--- src/rtl/id_ex_stage.sv ---
// ---------------------------------------------------------------------------
// id_ex_stage
//
// ID/EX pipeline register of the pipelined MIPS core. It captures the decoded
// operands and ALU controls from ID, then presents forwarded ALU operands to EX.
// It also detects load-use hazards, inserts bubbles on a hazard or a branch
// flush, and freezes completely while the downstream pipe holds.
//
// Ports:
//   i_clk, i_rst_n          clock (rising edge) and synchronous active-low reset
//   i_valid .. i_mem_write  decoded instruction fields from ID
//   i_flush                 branch taken; the ID instruction becomes a bubble
//   i_hold                  downstream stall; every register keeps its value
//   i_exmem_*, i_memwb_*    writeback info used by the forwarding muxes
//   o_A, o_B, o_store_data  forwarded ALU operands and store data
//   o_SA .. o_ALUselection  registered ALU controls
//   o_valid .. o_mem_write  registered flags
//   o_dst                   resolved destination register
//   o_stall                 holds the PC and IF/ID this cycle
// ---------------------------------------------------------------------------
module id_ex_stage #(
  parameter int unsigned DATA_W = 32,
  parameter int unsigned REG_AW = 5
) (
  input  logic              i_clk,
  input  logic              i_rst_n,
  input  logic              i_valid,
  input  logic [REG_AW-1:0] i_rs,
  input  logic [REG_AW-1:0] i_rt,
  input  logic [REG_AW-1:0] i_rd,
  input  logic [DATA_W-1:0] i_rdata_a,
  input  logic [DATA_W-1:0] i_rdata_b,
  input  logic [DATA_W-1:0] i_imm,
  input  logic              i_use_imm,
  input  logic              i_dst_rt,
  input  logic [4:0]        i_SA,
  input  logic [1:0]        i_ShiftOp,
  input  logic              i_ArithmeticOp,
  input  logic [1:0]        i_LogicalOp,
  input  logic [1:0]        i_ALUselection,
  input  logic              i_reg_write,
  input  logic              i_mem_read,
  input  logic              i_mem_write,
  input  logic              i_flush,
  input  logic              i_hold,
  input  logic              i_exmem_reg_write,
  input  logic [REG_AW-1:0] i_exmem_dst,
  input  logic [DATA_W-1:0] i_exmem_data,
  input  logic              i_memwb_reg_write,
  input  logic [REG_AW-1:0] i_memwb_dst,
  input  logic [DATA_W-1:0] i_memwb_data,
  output logic [DATA_W-1:0] o_A,
  output logic [DATA_W-1:0] o_B,
  output logic [DATA_W-1:0] o_store_data,
  output logic [4:0]        o_SA,
  output logic [1:0]        o_ShiftOp,
  output logic              o_ArithmeticOp,
  output logic [1:0]        o_LogicalOp,
  output logic [1:0]        o_ALUselection,
  output logic              o_valid,
  output logic              o_reg_write,
  output logic              o_mem_read,
  output logic              o_mem_write,
  output logic [REG_AW-1:0] o_dst,
  output logic              o_stall
);

  logic              r_valid;
  logic [REG_AW-1:0] r_rs;
  logic [REG_AW-1:0] r_rt;
  logic [REG_AW-1:0] r_dst;
  logic [DATA_W-1:0] r_rdata_a;
  logic [DATA_W-1:0] r_rdata_b;
  logic [DATA_W-1:0] r_imm;
  logic              r_use_imm;
  logic [4:0]        r_sa;
  logic [1:0]        r_shift_op;
  logic              r_arith_op;
  logic [1:0]        r_logical_op;
  logic [1:0]        r_alu_sel;
  logic              r_reg_write;
  logic              r_mem_read;
  logic              r_mem_write;

  logic              w_hazard;
  logic              w_bubble;
  logic [DATA_W-1:0] w_fwd_rs;
  logic [DATA_W-1:0] w_fwd_rt;

  // A load in EX whose destination ID needs now. rt only counts when it feeds
  // the ALU (no immediate) or is the data of a store.
  always_comb begin
    w_hazard = r_valid && r_mem_read && (r_dst != '0) && i_valid &&
               ((r_dst == i_rs) ||
                ((r_dst == i_rt) && (!i_use_imm || i_mem_write)));
    w_bubble = i_flush || w_hazard;
    o_stall  = i_rst_n && (w_hazard || i_hold);
  end

  // EX/MEM is the younger result, so it wins over MEM/WB; $0 never forwards.
  function automatic logic [DATA_W-1:0] fwd(
    input logic [REG_AW-1:0] r,
    input logic [DATA_W-1:0] rf_data,
    input logic              exmem_we,
    input logic [REG_AW-1:0] exmem_dst,
    input logic [DATA_W-1:0] exmem_data,
    input logic              memwb_we,
    input logic [REG_AW-1:0] memwb_dst,
    input logic [DATA_W-1:0] memwb_data
  );
    if (r == '0) begin
      return rf_data;
    end else if (exmem_we && (exmem_dst == r)) begin
      return exmem_data;
    end else if (memwb_we && (memwb_dst == r)) begin
      return memwb_data;
    end
    return rf_data;
  endfunction

  always_comb begin
    w_fwd_rs = fwd(r_rs, r_rdata_a, i_exmem_reg_write, i_exmem_dst, i_exmem_data,
                   i_memwb_reg_write, i_memwb_dst, i_memwb_data);
    w_fwd_rt = fwd(r_rt, r_rdata_b, i_exmem_reg_write, i_exmem_dst, i_exmem_data,
                   i_memwb_reg_write, i_memwb_dst, i_memwb_data);
    o_A          = w_fwd_rs;
    o_B          = r_use_imm ? r_imm : w_fwd_rt;
    o_store_data = w_fwd_rt;
  end

  // Reset and bubbles both clear every field; hold overrides flush and hazard.
  always_ff @(posedge i_clk) begin
    if (!i_rst_n || (!i_hold && w_bubble)) begin
      r_valid      <= 1'b0;
      r_rs         <= '0;
      r_rt         <= '0;
      r_dst        <= '0;
      r_rdata_a    <= '0;
      r_rdata_b    <= '0;
      r_imm        <= '0;
      r_use_imm    <= 1'b0;
      r_sa         <= '0;
      r_shift_op   <= '0;
      r_arith_op   <= 1'b0;
      r_logical_op <= '0;
      r_alu_sel    <= '0;
      r_reg_write  <= 1'b0;
      r_mem_read   <= 1'b0;
      r_mem_write  <= 1'b0;
    end else if (!i_hold) begin
      r_valid      <= i_valid;
      r_rs         <= i_rs;
      r_rt         <= i_rt;
      r_dst        <= i_dst_rt ? i_rt : i_rd;
      r_rdata_a    <= i_rdata_a;
      r_rdata_b    <= i_rdata_b;
      r_imm        <= i_imm;
      r_use_imm    <= i_use_imm;
      r_sa         <= i_SA;
      r_shift_op   <= i_ShiftOp;
      r_arith_op   <= i_ArithmeticOp;
      r_logical_op <= i_LogicalOp;
      r_alu_sel    <= i_ALUselection;
      r_reg_write  <= i_reg_write && i_valid;
      r_mem_read   <= i_mem_read && i_valid;
      r_mem_write  <= i_mem_write && i_valid;
    end
  end

  assign o_SA           = r_sa;
  assign o_ShiftOp      = r_shift_op;
  assign o_ArithmeticOp = r_arith_op;
  assign o_LogicalOp    = r_logical_op;
  assign o_ALUselection = r_alu_sel;
  assign o_valid        = r_valid;
  assign o_reg_write    = r_reg_write;
  assign o_mem_read     = r_mem_read;
  assign o_mem_write    = r_mem_write;
  assign o_dst          = r_dst;

endmodule

--- config.mk ---
export PLATFORM = sky130hd
export DESIGN_NAME = id_ex_stage
export DESIGN_NICKNAME = d
export VERILOG_FILES = /design/src/rtl/id_ex_stage.sv
export SDC_FILE = /design/constraint.sdc
export NUM_CORES = 1
export LEC_CHECK = 0
export BUFFER_PORTS_ARGS = -buffer_cell sky130_fd_sc_hd__buf_2
export CORE_MARGIN = 2
export CORE_UTILIZATION = 26
export CTS_BUF_LIST = sky130_fd_sc_hd__clkbuf_4
export CTS_CLUSTER_SIZE = 20
export DETAILED_ROUTE_END_ITERATION = 16
export PLACE_DENSITY = 0.51
export SKIP_LAST_GASP = 1
export SLEW_MARGIN = 0
export SYNTH_ARGS = -nofsm -noshare
export SYNTH_HDL_FRONTEND = slang
export SYNTH_SLANG_ARGS = --single-unit
--- constraint.sdc ---
create_clock -name i_clk -period 9.8 [get_ports i_clk]
set_input_delay 2.94 -clock i_clk [delete_from_list [all_inputs] [get_ports i_clk]]
set_output_delay 2.94 -clock i_clk [all_outputs]
set_load 0.005 [all_outputs]
# ---- After elaboration in Yosys (flattened, before gate mapping)
# Cells that the tools add are included.
dict set report op_classes {
  add_sub_neg 0
  multipliers 0
  div_mod_pow 0
  n_lt_le_gt_ge 0
  n_eq_ne 6
  shift 0
  mux 16
  bitwise 0
  reduce_logical 25
}
# op n
set ops {}
lappend ops {{$mux W32} 9}
lappend ops {{$eq A5 B5 Y1} 6}
lappend ops {{$logic_and A1 B1 Y1} 14}
lappend ops {{$logic_not A5 Y1} 2}
lappend ops {{$mux W1} 6}
lappend ops {{$logic_or A1 B1 Y1} 5}
lappend ops {{$mux W5} 1}
lappend ops {{$reduce_bool A5 Y1} 1}
lappend ops {{$logic_not A1 Y1} 3}
dict set report totals {
  register_bits 128
  latch_bits 0
  ramBits 0
  romBits 0
  input_bits 209
  wordCells 63
  n_memories 0
}

# ---- Depth between registers and ports, before layout
# Gate-level depths: netlist (run 1).
dict set report logic_depth {
  ltp_word 8
  depth_mapped 7
  mapped_depth_nobuf 5
}

# ---- Worst setup path after synthesis (run 1)
# Ideal clock, no wire load.
dict set report synth_path {
  path_type {input to output}
  start {in i_exmem_dst[3]}
  end {out o_A[10]}
  arrival_ps 4507
  required_time_ps 6860
  path_slack_ps 2353
  path_stages 7
  cell_sequence {xor2_1 nor4_2 and3_1 buf_2 buf_2 mux2_2 mux2_2}
}
dict set report synth_between {
  elab_chain_cells 5
  elab_cells_between_ends 7
  classes_between {1 x eq/ne; 5 x mux; 1 x reduce/logical}
}
# item line_no
set synth_lines {}
lappend synth_lines {{start, declared} 47} ;# input logic [REG_AW-1:0] i_exmem_dst,
lappend synth_lines {{$eq A5 B5 Y1 *} 113} ;# end else if (exmem_we && (exmem_dst == r)) begin
lappend synth_lines {{$logic_and A1 B1 Y1 *} 113}
lappend synth_lines {{$mux W32 / $mux W1 (equally long branches)} 113}
lappend synth_lines {{$mux W32 / $mux W1 (equally long branches)} 111} ;# if (r == '0) begin
lappend synth_lines {{$mux W32 *} 118} ;# return rf_data;
lappend synth_lines {{end, declared} 52} ;# output logic [DATA_W-1:0] o_A,
# Mark *: on every way between the ends. The rest lies on a longest branch, timed or not.

# ---- Final worst setup path (run 1)
dict set report layout_path {
  start {in i_exmem_dst[3]}
  end {out o_A[17]}
}
# Same word-level chain as after synthesis.

==> results of run 1 <==
-- kinds of logic (layout without fill, tap and decap cells) --
family,Yosys count,in the layout,share of synthesized area
compound gates,233,233,0.296
flops,128,128,0.378
buf+inv,103,404,0.0773
mux,101,101,0.162
simple gates,56,56,0.0497
xor+xnor,29,29,0.0375
other cells,0,3,0
-- worst min path at each step --
stage	to	depth (start not counted)	startpoint
2_1_floorplan	r_rdata_a[0]	1	r_rdata_a[0]
3_3_place_gp	o_mem_write	1	o_mem_write
3_5_place_dp	o_reg_write	1	o_reg_write
4_1_cts	o_ShiftOp[0]	1	o_ShiftOp[0]
5_1_grt	r_rdata_a[3]	1	r_rdata_a[3]
6_report	o_ShiftOp[0]	1	o_ShiftOp[0]
-- through the flow --
step                      setup slack, ns  std cells
final                                1.66       1289
after detailed placement             1.60       1254
after CTS                            1.60       1286
after floorplan                      2.35        650
after global routing                 1.53       1288
after global placement               1.68       1254
-- per-layer routing --
layer	wire length, µm	up-vias	GRT usage
met3	1610	19	0.0457
met1	12000	3111	0.245
met2	12300	238	0.296
li1	-	3119	-
met4	342	0	0.0470
met5	0	-	0
-- sequential cells by signal (all words and copies together) (netlist names) --
register	cells
r_rs	5
o_ArithmeticOp	1
o_LogicalOp	2
o_mem_read	1
o_reg_write	1
r_rdata_a	32
o_dst	5
r_rt	5
o_valid	1
o_SA	5
r_rdata_b	32
o_ShiftOp	2
r_use_imm	1
r_imm	32
o_ALUselection	2
o_mem_write	1
-- layout by cell type (no fill, tap or decap), types with 2 or more instances in the layout --
| master | count |
|---|---|
| nor2_1 | 3 |
| buf_4 | 10 |
| nand2_1 | 2 |
| nand4_1 | 3 |
| a221oi_1 | 32 |
| a211oi_1 | 32 |
| a2bb2oi_1 | 32 |
| diode_2 | 3 |
| or3_1 | 32 |
| xnor2_1 | 11 |
| a32o_1 | 3 |
| clkinv_1 | 2 |
| clkbuf_4 | 18 |
| or4_1 | 2 |
| inv_1 | 35 |
| inv_6 | 2 |
| a21oi_1 | 3 |
| clkinv_4 | 2 |
| a22o_1 | 125 |
| xor2_1 | 18 |
| mux2_2 | 69 |
| dfxtp_1 | 127 |
| mux2i_1 | 32 |
| buf_2 | 326 |
| bufinv_16 | 7 |
| nor3_1 | 3 |
-- worst max-delay path: stages --
cell and delay, ns:
buf_2 0.12, xor2_1 0.15, nor4_2 0.32, and3_2 0.27, a2bb2oi_4 0.51, buf_4 0.39, mux2_2 0.38, buf_2 0.13
-- power breakdown --
part | switching [µW] | total, µW | internal [µW] | leakage (µW)
clock | 226 | 509 | 283 | 0.000202
sequential | 15.5 | 557 | 541 | 0.00105
combinational | 114 | 216 | 102 | 0.00280
-- cell usage after synthesis (all sizes together) --
master | n | share of area
a211oi | 32 | 0.035
a21oi | 4 | 0.0030
a221oi | 32 | 0.041
a22o | 125 | 0.16
a22oi | 1 | 0.0011
a2bb2oi | 33 | 0.045
a32o | 3 | 0.0044
and2 | 3 | 0.0028
and3 | 2 | 0.0018
buf | 28 | 0.036
clkbuf | 40 | 0.022
dfxtp | 128 | 0.38
inv | 35 | 0.019
mux2 | 69 | 0.11
mux2i | 32 | 0.047
nand2 | 3 | 0.0017
nand3 | 1 | 0.00074
nand4 | 3 | 0.0028
nor2 | 4 | 0.0022
nor2b | 1 | 0.00092
nor3 | 3 | 0.0022
nor4 | 2 | 0.0028
o22ai | 1 | 0.00092
o311a | 1 | 0.0015
o31ai | 1 | 0.0011
or3 | 32 | 0.030
or4 | 2 | 0.0022
xnor2 | 11 | 0.014
xor2 | 18 | 0.023
-- layout make-up --
type	instances	area, µm²	share of cell area
clock inverters	14	260	0.0290
inverters	35	131	0.0146
repair buffers	337	1730	0.192
well taps	335	419	0.0466
clock buffers	18	135	0.0150
flip-flops and latches	128	2560	0.285
diodes	3	7.51	0.000835
multi-input cells	419	3740	0.416
==> out/metrics.csv, run 1 <==
metric;value;unit
status;complete, no violations;
Worst Hold Class;reg -> reg;
core area;25800;µm²
Total Power;1280;µW
Achievable Freq;123;MHz
first-pass GRT wire length;37900;µm
post-CTS sizing;0;
starting DRC count in detailed routing;308;
Hold Slack;0.491;ns
Synth Area per Inst;10.4;µm²
# H-tree levels;4;
leakage power;0.00405;µW
Die Ht;165;µm
initial antenna violation count;2;
Routed WL;26300;µm
CTS sink count;128;
Slew @ Worst Pin;0.857;ns
DRC;0;
Fill cells;2749;
Setup crit start;i_exmem_dst[3];
Final Max Tran Viols;0;
R2R Setup Slk;6.86;ns
Setup violations, final;0;
final number of hold-violating endpoints;0;
Period minus WS final;8.14;ns
vias in the first global route;6280;
RePlAce Congestion;0.819;
CTS Buffer Depth;2;
GRT Util Overall;0.183;
standard-cell rows;59;
Placement Cell Area;8580;µm²
vias post-DR;6487;
nets;1147;
total CTS buffers;17;
Critical Path Sink Type;output pin;
Synth warnings;0;
Final Util;0.348;
clock-pin slew on the worst setup and hold paths;0.12;ns
crit path to;o_A[17];
R2R cell count;5;
Critical Path Fanout Max;17;
GRT overflow;0;
Worst R2R Start;o_dst[1];
drt pass-1 iters;4;
Worst Path Class, Setup;in -> out;
power per cell area;143;nW/µm²
Critical Path Start Type;input pin;
period utilization;0.831;
Root Buffer;clkbuf_4;
post-CTS setup buffer count;0;
largest net degree at the start of global routing;72;
library cells used by synthesis;33;
ANT nets after route;0;
Initial Util;0.262;
average wire per standard cell;20.4;µm
worst path required time;6.86;ns
VDD IR-drop max;0.0875;mV
Hold Buf Count CTS;0;
post-DP HPWL;18500;µm
worst skew pair latency;0.53;ns
Final TNS setup;0;ns
via/cell ratio;5.03;
Clock Skews;0.0242;ns
Post-Layout Inst Area;8990;µm²
Boundary Pins;327;
max_slew headroom;0.429;
TritonCTS clock tree;built;
r2r endpoint;r_rdata_b[16];
RSZ-0062 raised after global routing;no;
Seq/Total Area, Yosys;0.378;
max cap viols;0;
DIE AREA;27400;µm²
IO buf count;326;
Synth Instances;650;
mapped cell area;6780;µm²
Seq cells post-synth;128;
share of cells above drive strength 1;0.470;
Die Wd;165;µm
post-synthesis net count;859;
Area growth syn-to-layout;32.6;%
Worst Path Arrival;5.20;ns
No activity file was read; power rests on OpenSTA's default activity.
==> inputs of run 2 (changes only) <==
clock period = 7.6 ns   (was 9.8 ns; I/O delays follow)
==> out/metrics.csv, run 2 (synthesis results as in run 1) <==
metric;value;unit;change
post-CTS setup buffer count;0;;unchanged
VDD IR-drop max;0.0997;mV;was 0.0875 mV
Worst R2R Start;o_dst[0];;was o_dst[1]
Largest regs;r_imm: 32 flops, r_rdata_a: 32 flops, r_rdata_b: 32 flops;;unchanged
via/cell ratio;5.01;;was 5.03
Setup crit start;i_exmem_dst[3];;unchanged
vias in the first global route;6347;;was 6,280
Critical Path Sink Type;output pin;;unchanged
Critical Path Fanout Max;17;;unchanged
clock-pin slew on the worst setup and hold paths;0.13;ns;was 0.12 ns
most common cell after layout, fill and taps aside;buf_2;;unchanged
R2R cell count;5;;unchanged
Hold Buf Count CTS;0;;unchanged
RePlAce Congestion;0.794;;was 0.819
Levels on crit path;8;;unchanged
TritonCTS clock tree;built;;unchanged
standard-cell rows;59;;unchanged
Critical Path Start Type;input pin;;unchanged
Storage cell area;2560;µm²;unchanged
initial antenna violation count;3;;was 2
crit path to;o_A[17];;unchanged
max cap viols;0;;unchanged
Initial Util;0.262;;unchanged
core area;25800;µm²;unchanged
max_slew headroom;0.204;;was 0.429
DIE AREA;27400;µm²;unchanged
final std cells w/o fill;1291;;was 1,289
worst skew pair latency;0.55;ns;was 0.53 ns
status;complete, no violations;;unchanged
Final Max Tran Viols;0;;unchanged
drt pass-1 iters;5;;was 4
largest net degree at the start of global routing;74;;was 72
Area growth syn-to-layout;31.5;%;was 32.6%
critical path's most frequent cell;buf_2;;unchanged
# H-tree levels;4;;unchanged
power per cell area;172;nW/µm²;was 143 nW/µm²
total CTS buffers;17;;unchanged
Die Ht;165;µm;unchanged
first-pass GRT wire length;38300;µm;was 37,900 µm
Multi-input gate area;3740;µm²;unchanged
r2r endpoint;r_rdata_b[11];;was r_rdata_b[16]
Final TNS setup;0;ns;unchanged
Hold Slack;0.490;ns;was 0.491 ns
period utilization;0.896;;
GRT overflow;0;;unchanged
cell chain of the critical path;buf_2 -> xor2_1 -> nor4_2 -> and3_2 -> a2bb2oi_4 -> buf_4 -> mux2_2 -> buf_2;;unchanged
Worst Path Class, Setup;in -> out;;unchanged
worst path required time;5.32;ns;was 6.86 ns
DRC;0;;unchanged
CTS sink count;128;;unchanged
Period minus WS final;6.81;ns;
CTS Buffer Depth;2;;unchanged
max incr delay on CP;0.62;ns;was 0.51 ns
Worst Path Arrival;4.53;ns;was 5.20 ns
commonest non-fill, non-tap cells in the layout;buf_2, dfxtp_1, a22o_1, mux2_2, inv_1;;unchanged
Root Buffer;clkbuf_4;;unchanged
Worst Hold Class;reg -> reg;;unchanged
vias post-DR;6465;;was 6,487
average wire per standard cell;20.6;µm;was 20.4 µm
R2R Setup Slk;4.68;ns;was 6.86 ns
final number of hold-violating endpoints;0;;unchanged
Boundary Pins;327;;unchanged
Slew @ Worst Pin;1.19;ns;was 0.857 ns
CP max-delay cell;and3_2;;was a2bb2oi_4
Die Wd;165;µm;unchanged
share of cells above drive strength 1;0.472;;was 0.470
starting DRC count in detailed routing;431;;was 308
dpl cells;1255;;was 1,254
Achievable Freq;147;MHz;
cell class contributing the biggest share of worst-path delay;simple AND/OR/NAND/NOR gates;;was buffers and inverters
worst path buffer plus inverter count;3;;unchanged
ANT nets after route;0;;unchanged
Fill cells;2708;;was 2,749
Setup violations, final;0;;unchanged
Clock Skews;0.0295;ns;was 0.0242 ns
GRT Util Overall;0.186;;was 0.183
post-CTS sizing;0;;unchanged
Routed WL;26600;µm;was 26,300 µm
post-DP HPWL;18800;µm;was 18,500 µm
leakage power;0.00401;µW;was 0.00405 µW
nets;1148;;was 1,147
RSZ-0062 raised after global routing;no;;unchanged
IO buf count;326;;unchanged
-- run 2: how the worst min path moves through the flow --
stage                            from                 to  slack (ns)  cells after the start
floorplan                r_rdata_a[0]       r_rdata_a[0]        0.45                      1
global placement          o_mem_write        o_mem_write        0.44                      1
detailed placement  o_ALUselection[0]  o_ALUselection[0]        0.46                      1
CTS                       o_mem_write        o_mem_write        0.50                      1
global route                 r_imm[4]           r_imm[4]        0.51                      1
finish                    o_mem_write        o_mem_write        0.49                      1
-- run 2: cell type report --
cell class                      instances  area share
Timing Repair Buffer                  338       0.195
Clock buffer                           17      0.0143
Antenna cell                            4     0.00112
Multi-Input combinational cell        419       0.420
Sequential cell                       128       0.288
Tap cell                              335      0.0470
Clock inverter                         15      0.0205
Inverter                               35      0.0147
-- run 2: metal layers --
metal,vias to the layer above,global-route usage,part of all wire
met5,-,0,0
met4,0,0.0592,0.018
met3,24,0.0450,0.060
met2,235,0.302,0.47
met1,3078,0.244,0.45
li1,3128,-,-
-- run 2: report_power, final --
part	internal [µW]	leakage [µW]	total, µW	switching, µW
clock	232	0.000157	533	301
combinational	131	0.00281	280	149
sequential	698	0.00105	717	19.6
total	1060	0.00401	1530	470
-- run 2: metrics by stage --
stage | worst slack (ns) | instance area (µm²) | util | total power [µW]
after floorplan | 1.47 | 6780 | - | 871
after global placement | 0.850 | 8590 | 0.332 | 1010
after detailed placement | 0.747 | 8590 | 0.332 | 1010
after CTS | 0.743 | 8900 | 0.345 | 1560
after global routing | 0.649 | 8910 | 0.345 | 1610
final | 0.788 | 8910 | 0.345 | 1530
